===== config.mk =====
export PLATFORM = sky130hd
export DESIGN_NAME = sprite_motion_ctrl
export DESIGN_NICKNAME = d
export VERILOG_FILES = /design/src/rtl/sprite_motion_ctrl.sv
export SDC_FILE = /design/constraint.sdc
export NUM_CORES = 1
export LEC_CHECK = 0
export ABC_AREA = 1
export BUFFER_PORTS_ARGS = -buffer_cell sky130_fd_sc_hd__clkbuf_2
export CAP_MARGIN = 10
export CORE_MARGIN = 2
export CORE_UTILIZATION = 50
export CTS_CLUSTER_DIAMETER = 200
export DETAILED_ROUTE_END_ITERATION = 10
export PLACE_DENSITY = 0.81
export SYNTH_ARGS = -nofsm -noshare
export SYNTH_HDL_FRONTEND = slang
export SYNTH_SLANG_ARGS = --single-unit

===== constraint.sdc =====
create_clock -name clk -period 4.6 [get_ports clk]
set_input_delay 0.23 -clock clk [delete_from_list [all_inputs] [get_ports clk]]
set_output_delay 0.23 -clock clk [all_outputs]
set_load 0.1 [all_outputs]

===== src/rtl/sprite_motion_ctrl.sv =====
// Tile-aligned movement controller for one maze sprite: buffers turn requests,
// probes the maze ROM for walls at tile boundaries and steps SPEED px per frame tick.
module sprite_motion_ctrl #(
    parameter int COORD_W = 10,
    parameter int TILE    = 28,
    parameter int SPEED   = 4,
    parameter int X_INI   = 300,
    parameter int Y_INI   = 300,
    parameter int X_MIN   = 0,
    parameter int X_MAX   = 639,
    parameter int Y_MIN   = 0,
    parameter int Y_MAX   = 479
) (
    input  logic               clk,
    input  logic               reset,
    input  logic               start,
    input  logic               ack,
    input  logic               tick,
    input  logic [3:0]         dir_req,
    input  logic               win,
    input  logic               lose,
    output logic               probe_req,
    output logic [COORD_W-1:0] probe_x,
    output logic [COORD_W-1:0] probe_y,
    input  logic               probe_ack,
    input  logic               probe_wall,
    output logic [COORD_W-1:0] pos_x,
    output logic [COORD_W-1:0] pos_y,
    output logic [3:0]         dir,
    output logic [2:0]         fsm_state,
    output logic               tick_drop
);

    localparam int SUB_W = $clog2(TILE);

    typedef enum logic [2:0] {
        S_INI   = 3'd0,
        S_STILL = 3'd1,
        S_PROBE = 3'd2,
        S_MOVE  = 3'd3,
        S_WIN   = 3'd4,
        S_LOSE  = 3'd5
    } state_t;

    state_t             state;
    logic [3:0]         pend;
    logic [3:0]         cand;
    logic [3:0]         alt;
    logic [SUB_W-1:0]   sub;

    logic [3:0]         c0, c1, nxt_c, step_d;
    logic               nxt_in, aligned, req_ok;
    int                 nx, ny;
    logic [COORD_W-1:0] step_x, step_y;
    logic [SUB_W-1:0]   sub_inc;

    assign fsm_state = state;
    assign aligned   = (sub == '0);
    assign req_ok    = $onehot(dir_req);

    // Candidate order at a tile boundary: a pending turn first, then the current heading.
    always_comb begin
        if (pend != 4'd0 && pend != dir) begin
            c0 = pend;
            c1 = dir;
        end else begin
            c0 = dir;
            c1 = 4'd0;
        end
    end

    // Neighbour tile of the candidate about to be probed; off-map counts as wall.
    always_comb begin
        nxt_c = (state == S_PROBE) ? alt : c0;
        nx    = int'(pos_x);
        ny    = int'(pos_y);
        if (nxt_c[3]) nx = nx - TILE;
        if (nxt_c[1]) nx = nx + TILE;
        if (nxt_c[2]) ny = ny - TILE;
        if (nxt_c[0]) ny = ny + TILE;
        nxt_in = (nx >= X_MIN) && (nx <= X_MAX) && (ny >= Y_MIN) && (ny <= Y_MAX);
    end

    always_comb begin
        step_d = (state == S_PROBE) ? cand : dir;
        step_x = pos_x;
        step_y = pos_y;
        if (step_d[3]) step_x = pos_x - COORD_W'(SPEED);
        if (step_d[1]) step_x = pos_x + COORD_W'(SPEED);
        if (step_d[2]) step_y = pos_y - COORD_W'(SPEED);
        if (step_d[0]) step_y = pos_y + COORD_W'(SPEED);
        sub_inc = (int'(sub) + SPEED >= TILE) ? '0 : sub + SUB_W'(SPEED);
    end

    always_ff @(posedge clk or posedge reset) begin
        if (reset) begin
            state     <= S_INI;
            pos_x     <= COORD_W'(X_INI);
            pos_y     <= COORD_W'(Y_INI);
            dir       <= 4'd0;
            pend      <= 4'd0;
            sub       <= '0;
            cand      <= 4'd0;
            alt       <= 4'd0;
            probe_req <= 1'b0;
            probe_x   <= '0;
            probe_y   <= '0;
            tick_drop <= 1'b0;
        end else begin
            tick_drop <= 1'b0;
            if (req_ok) pend <= dir_req;
            case (state)
                S_INI: begin
                    if (start) state <= S_STILL;
                end
                S_STILL, S_MOVE: begin
                    if (lose) begin
                        state <= S_LOSE;
                    end else if (win) begin
                        state <= S_WIN;
                    end else if (tick) begin
                        if (!aligned) begin
                            pos_x <= step_x;
                            pos_y <= step_y;
                            sub   <= sub_inc;
                        end else if (c0 != 4'd0) begin
                            state     <= S_PROBE;
                            cand      <= c0;
                            alt       <= c1;
                            probe_req <= nxt_in;
                            probe_x   <= nx[COORD_W-1:0];
                            probe_y   <= ny[COORD_W-1:0];
                        end else begin
                            state <= S_STILL;
                        end
                    end
                end
                S_PROBE: begin
                    if (tick) tick_drop <= 1'b1;
                    if (lose) begin
                        state     <= S_LOSE;
                        probe_req <= 1'b0;
                    end else if (win) begin
                        state     <= S_WIN;
                        probe_req <= 1'b0;
                    end else if (!probe_req || probe_ack) begin
                        if (probe_req && !probe_wall) begin
                            state     <= S_MOVE;
                            dir       <= cand;
                            pos_x     <= step_x;
                            pos_y     <= step_y;
                            sub       <= SUB_W'(SPEED % TILE);
                            probe_req <= 1'b0;
                            if (pend == cand && !req_ok) pend <= 4'd0;
                        end else if (alt != 4'd0) begin
                            cand      <= alt;
                            alt       <= 4'd0;
                            probe_req <= nxt_in;
                            probe_x   <= nx[COORD_W-1:0];
                            probe_y   <= ny[COORD_W-1:0];
                        end else begin
                            // Every candidate blocked: only stop if the heading itself hit the wall.
                            state     <= S_STILL;
                            probe_req <= 1'b0;
                            if (cand == dir) dir <= 4'd0;
                        end
                    end
                end
                S_WIN, S_LOSE: begin
                    if (ack) begin
                        state <= S_INI;
                        pos_x <= COORD_W'(X_INI);
                        pos_y <= COORD_W'(Y_INI);
                        dir   <= 4'd0;
                        pend  <= 4'd0;
                        sub   <= '0;
                    end
                end
                default: state <= S_INI;
            endcase
        end
    end

endmodule


==> results of run 1 <==
cell families after synthesis:
family                   count (synthesis)  synth area share, %
XOR/XNOR                                38                 6.74
AND/OR/NAND/NOR                        299                 31.3
multiplexers                             3                0.684
AO/OA/AOI/OAI                          103                 13.4
flip-flops                              56                 28.6
adder cells (fa/ha/maj)                 35                 9.32
buffers and inverters                  112                 9.85
other                                    1               0.0759
worst max-delay path, cell delays in order (launching register included):
cell and delay [ns]:
dfrtp_1 0.48, nor2_4 0.21, nand2_8 0.14, clkinv_8 0.14, nand2_1 0.21, nand3_1 0.17, nand2_2 0.10, ha_1 0.22
nand3_1 0.17, nand3_1 0.11, ha_1 0.30, nand4_1 0.10, nor3_1 0.24, o211ai_1 0.14, nor3_2 0.18, nand3_1 0.11
nor2_1 0.09, nand2_1 0.05, nor2_1 0.11, nand3_1 0.08, nand2_1 0.06
cells in the final DEF, fill, tap and decap left out, types with 4 or more instances in the layout:
master    count
a21oi_1      29
a22oi_1       4
clkbuf_2     53
clkbuf_8      5
conb_1        8
dfrtp_1      48
dfstp_2       8
ha_1         32
inv_1        83
inv_2        11
nand2_1     132
nand2_2      19
nand2_4       8
nand3_1      45
nand3_2       4
nand4_1      14
nor2_1       38
nor2_2        5
nor2_4        5
nor3_1       11
o211ai_1      4
o21ai_0      35
o21ai_1       6
o22ai_1       7
xnor2_1       4
xor2_1       34
per-stage QoR:
stage	std cells	hold slack (ns)	instance area, µm²	setup WS, ns
floorplan	654	0.336	4970	1.10
global placement	826	0.451	5300	1.47
detailed placement	826	0.462	5300	1.18
CTS	834	0.102	5380	1.15
global route	834	0.110	5380	0.766
finish	834	0.0939	5380	1.10
cell type report:
class                      instances  area [µm²]  share of cell area (%)
clock buffer                       7        76.3                    1.42
clock inverter                     1        5.00                  0.0930
inverter                          97         379                    7.05
multi-input combinational        486        3070                    57.0
sequential                        56        1410                    26.2
tap                              133         166                    3.09
timing repair buffer              54         273                    5.07
sequential cells by signal, indices dropped and copies added, names as in the netlist:
name       cells
pos_y          8
pend           4
probe_req      1
sub            3
cand           4
probe_x        8
fsm_state      3
alt            4
probe_y        8
pos_x          8
tick_drop      1
dir            4
worst max path at each step:
stage               cells after the start         to  slack (ns)
floorplan                              21  probe_req        1.10
global placement                       20  probe_req        1.47
detailed placement                     21  probe_req        1.18
CTS                                    21  probe_req        1.15
global route                           22  probe_req        0.77
finish                                 20  probe_req        1.10
routing by layer:
layer  part of all wire (%)  vias to the layer above
met2                     49                      144
met4                    1.6                        0
met3                    4.8                       15
met1                     45                     2148
met5                      0                        -
li1                       -                     2227
==> metrics.md, run 1 <==
| Metric | Value |
|---|---|
| Final core utilization | 55.6% |
| Fin. Hold Viols | 0 |
| Total GRT Usage | 24.2% |
| Clock root cell | clkbuf_8 |
| Reg2reg end | probe_req |
| Layout Nets | 748 |
| Maximum fanout along the worst path | 18 |
| Clock skew | 0.0124 ns |
| Max Root-Sink Buffers | 2 |
| R2R Setup Slk | 1.10 ns |
| Core box area | 0.00968 mm² |
| Pre-Repair DR Iteration Count | 5 |
| Clk sink count | 56 |
| Critical path required time | 4.87 ns |
| Mapped Area | 0.00494 mm² |
| Share of the synthesized area in the top cell type | 24.3% |
| Setup Crit Path Kind | flop to flop |
| R2r startpoint | fsm_state[2] |
| Cell taking the most area after synthesis | dfrtp_1 |
| Unrepaired setup endpoints after global routing | false |
| Setup crit start | fsm_state[2] |
| Layout cell share with drive strength beyond 1 | 20.5% |
| Synth area leaders | dfrtp_1 (24%), nand2_1 (10%), ha_1 (8.1%) |
| EDFF count, synth | 0 |
| Async S/R FF share, synth | 100% |
| ANT nets after route | 0 |
| Die Y | 103 µm |
| First-pass GRT wire length | 20.5 mm |
| Slew @ Worst Pin | 0.789 ns |
| Synth warn | 0 |
| Post-route minimum period | 3.50 ns |
| Cells resized by post-CTS repair | 0 |
| Cell Rows | 36 |
| Clock tree from TritonCTS | done |
| Die W | 103 µm |
| Grt total ovfl | 0 |
| Total setup buffers inserted after CTS | 0 |
| Min-Delay Path Class | primary input to async pin |
| Number of global-route vias before repair | 4351 |
| DR vias | 4534 |
| Layer with the highest usage | met2 |
| TritonCTS buffer count | 5 |
| Largest net degree at the start of global routing | 57 |
| Clock-pin slew of the registers on the worst-case setup and hold paths | 0.11 ns |
| Layout overhead on the synthesized area | 8.89% |
| Clk_lat worst skew | 0.33 ns |
| First DRT Iteration DRCs | 274 |
| Run status | complete, no violations |
| Grt met2 use | 41.7% |
| Cell variety after synth | 55 |
| Setup_tns | 0 ns |
| Register area share after synthesis | 28.6% |
| Met3 usage | 3.56% |
| MaxCap Viol Count | 0 |
| Antenna Cells | 0 |
| Routed WL | 12.2 mm |
| CP Launch Type | flop |
| Initial antenna violation count | 0 |
| CP endpoint kind | flop |
| Mean Syn Cell Area | 7.64 µm² |
| Tcrit/Tclk final | 76.0% |
| Max_slew headroom | 47.0% |
| WL/cell | 14.6 µm |
| Mapped Cells | 647 |
| R2R cell count | 20 |
| Port bufs | 53 |
| RePlAce Congestion | 0.932 |
| Final HPWL DP | 9.47 mm |
| Most frequent cells after synthesis | nand2_1 (132), inv_1 (84), dfrtp_1 (48), nand3_1 (45), nor2_1 (38) |
| DRC Markers | 0 |
| Number of synthesized register bits | 56 |
| Htree depth | 2 |
| F_max | 0.286 GHz |
| Vias per cell | 5.44 |
| Cts hold-fix bufs | 0 |
| Final Max Slew Viols | 0 |
| Most numerous cell in the Yosys netlist | nand2_1 |
| DIE AREA | 0.0107 mm² |
| Starting density of the core | 51.0% |
| Worst path arrival time | 3.77 ns |
| Final setup viols | 0 |
| IO Count | 62 |
| Fillers | 909 |
| Met1 Usage GRT | 31.7% |
| Synth Flop Type | dfrtp_1 |
Power of run 1 is left out: the tool's default activity adds up to more than one toggle a clock period on the data nets, which glitch-free logic cannot reach.
==> run 2: changes to the inputs <==
Settings changed: ABC_AREA 1 to 0, PLACE_DENSITY 0.81 to 0.82.
Clock period 4.6 ns to 3.52 ns, I/O delays scaled along.
==> metrics.md, run 2 <==
| Metric | Value |
|---|---|
| Run status | complete, but fails checks |
| Failing checks | hold timing |
| Share of the synthesized area in the top cell type | 26.0% |
| CP cell instances | buf_4 > nor4b_4 > nor2b_1 > and2_4 > nand3_4 > xnor2_4 > or3_1 > ha_1 > or4_1 > o31ai_2 > and4b_1 > o41ai_1 > o41ai_2 |
| Post-synthesis simple-gate area fraction | 23.2% |
| Async S/R FF share, synth | 100% |
| R2r startpoint | fsm_state[1] |
| Clock root cell | clkbuf_8 |
| Clock-pin slew of the registers on the worst-case setup and hold paths | 0.12 ns |
| Tcrit/Tclk final | 98.2% |
| Cell variety after synth | 69 |
| Clk sink count | 56 |
| Post-route minimum period | 3.46 ns |
| Synth area leaders | dfrtp_1 (26%), ha_1 (8.7%), xnor2_1 (6.5%) |
| DR vias | 4368 |
| Number of global-route vias before repair | 4112 |
| F_max | 0.289 GHz |
| Mean Syn Cell Area | 8.40 µm² |
| DIE AREA | 0.0100 mm² |
| Min-Delay Path Class | primary input to async pin |
| M1 WL | 5.05 mm |
| Pre-Repair DR Iteration Count | 5 |
| Cell taking the most area after synthesis | dfrtp_1 |
| Fin. Hold Viols | 25 |
| Layout Nets | 663 |
| CP endpoint kind | flop |
| Register area share after synthesis | 30.6% |
| RePlAce Congestion | 0.982 |
| First-pass GRT wire length | 19.9 mm |
| Post-Synth XOR/XNOR Area | 9.11% |
| Final core utilization | 59.0% |
| Cts hold-fix bufs | 0 |
| Largest net degree at the start of global routing | 39 |
| Slew @ Worst Pin | 0.827 ns |
| Most numerous cell in the Yosys netlist | nand2_1 |
| Total GRT Usage | 24.6% |
| Antenna Cells | 0 |
| Commonest non-fill, non-tap cells in the layout | nand2_1 (63), clkbuf_2 (53), o21ai_0 (47) |
| Final HPWL DP | 9.23 mm |
| Top sig layer | met4 |
| Setup crit start | fsm_state[1] |
| IO Count | 62 |
| Mapped Cells | 549 |
| Worst path arrival time | 3.69 ns |
| Layout overhead on the synthesized area | 16.6% |
| Mapped Area | 0.00461 mm² |
| Core box area | 0.00911 mm² |
| DRC Markers | 0 |
| Vias per cell | 6.01 |
| Die W | 100 µm |
| Unrepaired setup endpoints after global routing | true |
| Leading cell type in the layout, fill and taps excluded | nand2_1 |
| Synth Area in Adders | 9.98% |
| CP max-delay cell | or4_1 |
| TritonCTS buffer count | 5 |
| Final Max Slew Viols | 0 |
| Clock tree from TritonCTS | done |
| Synth Flop Type | dfrtp_1 |
| Main combinational cell family by area after synthesis | simple AND/OR/NAND/NOR gates |
| Critical path required time | 3.76 ns |
| EDFF count, synth | 0 |
| Post-synthesis mux area share | 1.63% |
| Setup Crit Path Kind | flop to flop |
| WL/cell | 16.8 µm |
| Routed WL | 12.2 mm |
| First DRT Iteration DRCs | 195 |
| MaxCap Viol Count | 0 |
| Cell Rows | 35 |
| Met3 WL | 685 µm |
| Critical path buffers and inverters | 1 |
| CP Launch Type | flop |
| Synth warn | 0 |
| Worst path max stage delay | 0.53 ns |
| Clock skew | 0.0193 ns |
| Initial antenna violation count | 0 |
| Starting density of the core | 50.6% |
| Layout cell share with drive strength beyond 1 | 23.5% |
| Htree depth | 2 |
| Hold slack | -0.0221 ns |
| Wire length on met2 | 6.15 mm |
| Crit path max-delay family | simple AND/OR/NAND/NOR gates |
| Number of synthesized register bits | 56 |
| Clk_lat worst skew | 0.34 ns |
| Max_slew headroom | 44.8% |
| Grt total ovfl | 0 |
| Max Root-Sink Buffers | 2 |
| ANT nets after route | 0 |
| Most frequent cells after synthesis | nand2_1 (63), dfrtp_1 (48), o21ai_0 (48), nor2_1 (34), xnor2_1 (34) |
| Port bufs | 53 |
| Compound-Gate Fraction of Synth Area | 18.8% |
| Die Y | 100 µm |
| Maximum fanout along the worst path | 13 |
| Final setup viols | 0 |
run 2: cell type report:
cell class	count	area [µm²]
clock buffer	6	82.6
inverter	32	120
tap	111	139
clock inverter	2	18.8
fill	790	3730
sequential	56	1430
timing repair buffer	87	528
multi-input combinational	433	3060
run 2: cell families (layout without fill, tap and decap cells):
logic type | after synthesis | in the layout
simple gates | 198 | 198
buf+inv | 67 | 127
mux | 7 | 7
fa+ha+maj | 35 | 35
compound gates | 137 | 137
other cells | 1 | 8
xor+xnor | 48 | 48
flops | 56 | 56
run 2: repair_timing:
action / 4_1_cts / 5_1_grt
cloned: 0 / 0
pin swaps: 2 / 11
setup endpoints to repair: 1 / 1
hold endpoints to repair: 0 / 0
gates resized for setup: 3 / 14
buffers inserted: 0 / 13
run 2: per-stage QoR:
stage                     setup TNS [ns]  cell area, µm²  std cells  setup WS [ns]
after global routing             -0.0762            5380        727        -0.0762
after CTS                              0            5210        714        0.00199
final                                  0            5380        727         0.0633
after global placement                 0            5090        706          0.177
after detailed placement        -0.00200            5090        706       -0.00200
after floorplan                        0            4730        556         0.0249
run 2: final timing paths:
check | endpoint | depth (start not counted) | slack (ns)
setup / recovery | probe_req | 13 | 0.06
hold / removal | alt[1] | 2 | -0.02
setup reg to reg | probe_req | 13 | 0.06
hold reg to reg | probe_y[5] | 2 | 0.49
max in group asynchronous | pos_x[8] | 3 | 2.71
min in group clk | fsm_state[2] | 2 | 0.05
run 2: worst reg2reg max path, stage by stage, from the launching register on:
cell and delay, ns:
dfrtp_2 0.40, buf_4 0.18, nor4b_4 0.39, nor2b_1 0.15
and2_4 0.20, nand3_4 0.10, xnor2_4 0.10, or3_1 0.39
ha_1 0.19, or4_1 0.53, o31ai_2 0.21, and4b_1 0.21
o41ai_1 0.09, o41ai_2 0.20
run 2: routing by layer:
layer / up-vias / track usage, %
met3: 32 / 4.11
met5: - / 0
li1: 2090 / -
met4: 0 / 7.80
met2: 174 / 43.8
met1: 2072 / 30.5
Power of run 2 is left out for the same reason.
